`src/rtl/sreg_pkg.sv`:
```
// Shared sizes and state encoding for the 42-bit pixel/config shift-register sequencer.
package sreg_pkg;

    localparam int SREG_W = 42;
    localparam int TAP_W  = SREG_W / 2;
    localparam int CNT_W  = $clog2(SREG_W);

    typedef enum logic [1:0] {
        IDLE,
        RD_SHIFT,
        CFG_SHIFT
    } state_t;

endpackage

```
`src/rtl/sreg_ctrl.sv`:
```
// Sequencer for the dual-tap pixel/config shift register: arbitrates pixel readout
// (parallel load, shift, deserialise both taps) against MSB-first config writes.
module sreg_ctrl
    import sreg_pkg::*;
(
    input  logic              sclk,
    input  logic              rst,
    input  logic              rd_start,
    input  logic              cfg_start,
    input  logic [SREG_W-1:0] cfg_data,
    input  logic [1:0]        sreg_out,
    output logic              shift,
    output logic              serial_in,
    output logic              write_cfg,
    output logic              busy,
    output logic [SREG_W-1:0] rd_data,
    output logic              rd_valid,
    output logic              cfg_done
);

    localparam logic [CNT_W-1:0] RD_LAST  = CNT_W'(TAP_W - 1);
    localparam logic [CNT_W-1:0] CFG_LAST = CNT_W'(SREG_W - 1);
    localparam logic [CNT_W-1:0] CNT_ONE  = CNT_W'(1);

    state_t            state;
    logic [CNT_W-1:0]  cnt;
    logic              rd_pend;
    logic [SREG_W-1:0] cfg_sr;
    logic [TAP_W-1:0]  hi;
    logic [TAP_W-1:0]  lo;
    logic [TAP_W-1:0]  hi_next;
    logic [TAP_W-1:0]  lo_next;

    // Each tap delivers its bits MSB first, so shifting left rebuilds each half in order.
    assign hi_next = {hi[TAP_W-2:0], sreg_out[1]};
    assign lo_next = {lo[TAP_W-2:0], sreg_out[0]};

    // Outside IDLE the shift register always shifts; in IDLE it reloads pixel_in every edge.
    assign busy      = (state != IDLE);
    assign shift     = busy;
    assign serial_in = (state == CFG_SHIFT) && cfg_sr[CFG_LAST - cnt];
    assign write_cfg = (state == CFG_SHIFT) && (cnt == CFG_LAST);

    always_ff @(posedge sclk or posedge rst) begin
        if (rst) begin
            state    <= IDLE;
            cnt      <= '0;
            rd_pend  <= 1'b0;
            cfg_sr   <= '0;
            hi       <= '0;
            lo       <= '0;
            rd_data  <= '0;
            rd_valid <= 1'b0;
            cfg_done <= 1'b0;
        end else begin
            // NOTE: non-blocking assignments throughout, so every branch sees pre-edge values.
            rd_valid <= 1'b0;
            cfg_done <= 1'b0;
            case (state)
                IDLE: begin
                    if (cfg_start) begin
                        cfg_sr  <= cfg_data;
                        cnt     <= '0;
                        rd_pend <= rd_pend | rd_start;
                        state   <= CFG_SHIFT;
                    end else if (rd_start || rd_pend) begin
                        cnt     <= '0;
                        rd_pend <= 1'b0;
                        state   <= RD_SHIFT;
                    end
                end
                RD_SHIFT: begin
                    hi <= hi_next;
                    lo <= lo_next;
                    if (rd_start) rd_pend <= 1'b1;
                    if (cnt == RD_LAST) begin
                        rd_data  <= {hi_next, lo_next};
                        rd_valid <= 1'b1;
                        state    <= IDLE;
                    end else begin
                        cnt <= cnt + CNT_ONE;
                    end
                end
                CFG_SHIFT: begin
                    if (rd_start) rd_pend <= 1'b1;
                    if (cnt == CFG_LAST) begin
                        cfg_done <= 1'b1;
                        state    <= IDLE;
                    end else begin
                        cnt <= cnt + CNT_ONE;
                    end
                end
                default: state <= IDLE;
            endcase
        end
    end

endmodule

```
`config.mk`:
```
export PLATFORM = sky130hd
export DESIGN_NAME = sreg_ctrl
export DESIGN_NICKNAME = d
export VERILOG_FILES = /design/src/rtl/sreg_pkg.sv /design/src/rtl/sreg_ctrl.sv
export SDC_FILE = /design/constraint.sdc
export NUM_CORES = 1
export LEC_CHECK = 0
export CORE_MARGIN = 5
export CORE_UTILIZATION = 35
export CTS_BUF_LIST = sky130_fd_sc_hd__clkbuf_2
export DETAILED_ROUTE_END_ITERATION = 8
export MAX_ROUTING_LAYER = met4
export PLACE_DENSITY = 0.55
export RECOVER_POWER = 50
export SYNTH_ARGS = -nofsm -noshare
export SYNTH_HDL_FRONTEND = slang
export SYNTH_SLANG_ARGS = --single-unit
```
`constraint.sdc`:
```
create_clock -name sclk -period 9.66 [get_ports sclk]
set_input_delay 1.932 -clock sclk [delete_from_list [all_inputs] [get_ports sclk]]
set_output_delay 1.932 -clock sclk [all_outputs]
set_load 0.02 [all_outputs]
```
==> impl_metrics.csv <==
group,metric,value,unit
status,outcome,"finished, violations left",
status,violations,"capacitance limit, slew limit",
yosys,synth-simple-area-share,12.0,%
die,fp-row-count,46,
worst_setup_path,path_max_fanout,16,
clock_network,root_buffer,"clkbuf_2",
finish,fin_nets,610,
pwr,p_leak,0.00327,µW
yosys,ys_warn_count,0,
yosys,syn-num-nets,518,
yosys,synth.distinct_cells,35,
clock_network,cts_setup_buffers,0,
worst_hold_path,min-delay-start,"hi[19]",
placement,portBuffers,95,
yosys,syn_area,5710,µm²
worst_setup_path,path_delay_family,"flip-flops",
worst_hold_path,min_path_type,"register to register",
yosys,synthXorXnorAreaFrac,0.613,%
routing,top_layer,"met4",
worst_setup_path,start_kind,"register",
timing,tns,0,ps
routing,routed-via-count,3622,
timing,relSlewSlack,-93.8,%
worst_setup_path,cp_slowest_cell,"dfrtp_1",
yosys,synth_seq_area_share,59.1,%
global_route,grt_pass1_wl,18.8,mm
clock_network,clk_pin_slew,200,ps
timing,finalCritPeriodShare,57.9,%
clock_network,cts_resized,0,
routing,wl_met2,5.15,mm
die,start_util,35.8,%
timing,fmax,179,MHz
finish,drive_above_1_share,21.0,%
yosys,synth_top_family_by_area,"multiplexers",
timing,final-max-slew-violation-count,153,
global_route,antenna_found_initial,0,
clock_network,postCtsHoldBufs,0,
global_route,grt_max_degree,72,
worst_setup_path,worst-setup-path-type,"register to output port",
routing,antenna_left,0,
timing,finClkSkew,19.8,ps
finish,synthToLayoutAreaGrowth,24.1,%
worst_setup_path,slowest_delay,820,ps
placement,dpl.hpwl,7.71,mm
pwr,power,1710,µW
routing,drt_iter0_markers,127,
worst_setup_path,startpoint,"cnt[1]",
global_route,grt_overflow,0,
clock_network,clk_latency,700,ps
routing,routedWlPerCell,14.5,µm
clock_network,cts_buffers,17,
die,die_w,138,µm
die,ios,96,
yosys,synth.avg_cell_area,12.3,µm²
yosys,synthMuxAreaShare,21.6,%
clock_network,cts_tree,"yes",
worst_setup_path,critPathArrivalTime,3660,ps
yosys,synth-adder-area-share,1.53,%
worst_setup_path,r2r-start,"state[1]",
routing,wl,11.3,mm
timing,setup_violations,0,
routing,wl_met3,618,µm
routing,vias_per_cell,4.63,
global_route,grt_use_total,13.1,%
timing,hold_viol,0,
routing,drc,0,
clock_network,cts.path.max_buffers,2,
worst_setup_path,crit_buf_inv,2,
finish,antennaDiodeCount,0,
placement,routabilityCongestion,0.784,
yosys,syn_inst,463,
worst_setup_path,crit_required,7730,ps
die,core-area,15900,µm²
timing,period_minus_slack,5590,ps
clock_network,clock-sinks,135,
timing,grt_setup_unrepaired,"no",
timing,worst_slew_pin_slew,2890,ps
routing,dr.pass1.iters,4,
clock_network,h-tree-depth,4,
finish,fill_cells,1526,
die,die_h,138,µm
yosys,synth_compound_area_share,1.82,%
routing,wl_met1,5.35,mm
global_route,first_global_vias,3807,
flow_run,cap_violations,3,
yosys,ys_seq_elements,135,
die,die_area,19000,µm²
worst_setup_path,cp-end-kind,"output port",
pwr,power.density,242,nW/µm²
worst_setup_path,cp_cell_sequence,"inv_1 > ha_1 > xor2_1 > mux4_2 > nand4_1 > nand3b_1 > clkdlybuf4s50_1",
pwr,vdd_ir_drop_max,0.0000911,V
==> worst paths after layout <==
| kind | slack [ps] | end | depth (start not counted) |
|---|---|---|---|
| worst max register to register | 5710 | rd_data[17] | 8 |
| worst min register to register | 490 | rd_data[41] | 2 |
| max in group asynchronous | 5280 | lo[8] | 3 |
| min in group asynchronous | 2480 | cfg_sr[26] | 2 |
| worst max-delay path | 4070 | serial_in | 7 |
| worst min-delay path | 490 | rd_data[41] | 2 |
==> stage by stage <==
stage	cells	hold WS, ps	setup WS [ps]	cell area, µm²	util [%]
floorplan	463	435	4120	5710	-
global placement	752	448	4890	6830	42.9
detailed placement	752	454	4830	6830	42.9
CTS	783	495	3940	7100	44.5
global route	783	515	3690	7090	44.5
finish	783	490	4070	7090	44.5
==> tightest hold or removal path, cell delays in order, from the launching register on <==
cell and delay, ps:
dfrtp_1 390, nand2_1 50, nand2_1 40
==> per-layer routing <==
layer / vias to the layer above / track usage [%]
li1: 1753 / -
met3: 17 / 4.24
met1: 1750 / 16.8
met4: 0 / 5.16
met5: - / -
met2: 102 / 19.4
==> cells by family (layout without fill, tap and decap cells) <==
| family | Yosys count | count (layout) |
|---|---|---|
| buf+inv | 38 | 142 |
| simple gates | 167 | 167 |
| xor+xnor | 4 | 4 |
| flops | 135 | 135 |
| fa+ha+maj | 7 | 7 |
| mux | 96 | 96 |
| compound gates | 16 | 16 |
==> sequential cells by signal (all words and copies together), names as in the netlist <==
register	flops
rd_valid	1
rd_pend	1
cfg_sr	42
cfg_done	1
lo	20
state	2
cnt	6
rd_data	42
hi	20
==> Yosys cell counts, drive strengths merged <==
master / number / area, µm²
nand4: 6 / 37.5
nand2: 137 / 514
mux4: 11 / 282
nand3b: 1 / 7.51
a211oi: 1 / 7.51
buf: 12 / 85.1
or2: 3 / 18.8
nor3b: 1 / 7.51
nor4: 1 / 6.26
nor4b: 1 / 8.76
nor2b: 1 / 6.26
xnor2: 3 / 26.3
inv: 11 / 41.3
clkinv: 1 / 3.75
mux2i: 2 / 20.0
and4b: 1 / 10.0
mux2: 83 / 935
dfrtp: 135 / 3380
and3: 1 / 7.51
clkbuf: 14 / 52.6
nor3: 1 / 5.00
nor2: 5 / 18.8
a21boi: 1 / 7.51
nand3: 8 / 40.0
xor2: 1 / 8.76
a21oi: 1 / 5.00
o22a: 1 / 8.76
a22o: 4 / 35.0
o21ai: 8 / 40.0
ha: 7 / 87.6
==> final cells by class <==
cell class                 count  area, µm²  area share [%]
clock buffer                  17       85.1            1.20
clock inverter                14        180            2.54
inverter                      12       46.3           0.653
multi-input combinational    290       2150            30.3
sequential                   135       3380            47.7
tap                          216        270            3.81
timing repair buffer          99        977            13.8
==> cells in the final DEF, fill, tap and decap left out, types with 3 or more instances in the layout <==
cell type | synthesis | routed
nand3_1 | 8 | 8
inv_6 | 0 | 3
buf_4 | 1 | 3
nand2_1 | 137 | 137
or2_2 | 3 | 3
mux4_1 | 9 | 9
nand4_1 | 6 | 6
clkbuf_2 | 0 | 17
ha_1 | 7 | 7
xnor2_1 | 3 | 3
mux2_2 | 83 | 83
a22o_1 | 4 | 4
clkdlybuf4s50_1 | 0 | 93
nor2_1 | 5 | 5
o21ai_0 | 8 | 8
inv_1 | 11 | 10
dfrtp_1 | 135 | 135
bufinv_16 | 0 | 4
clkinv_1 | 1 | 6
==> where the power goes <==
part | switching (µW) | internal, µW
clock network | 212 | 167
registers | 116 | 728
logic | 192 | 297
No activity file was read; power rests on OpenSTA's default activity.
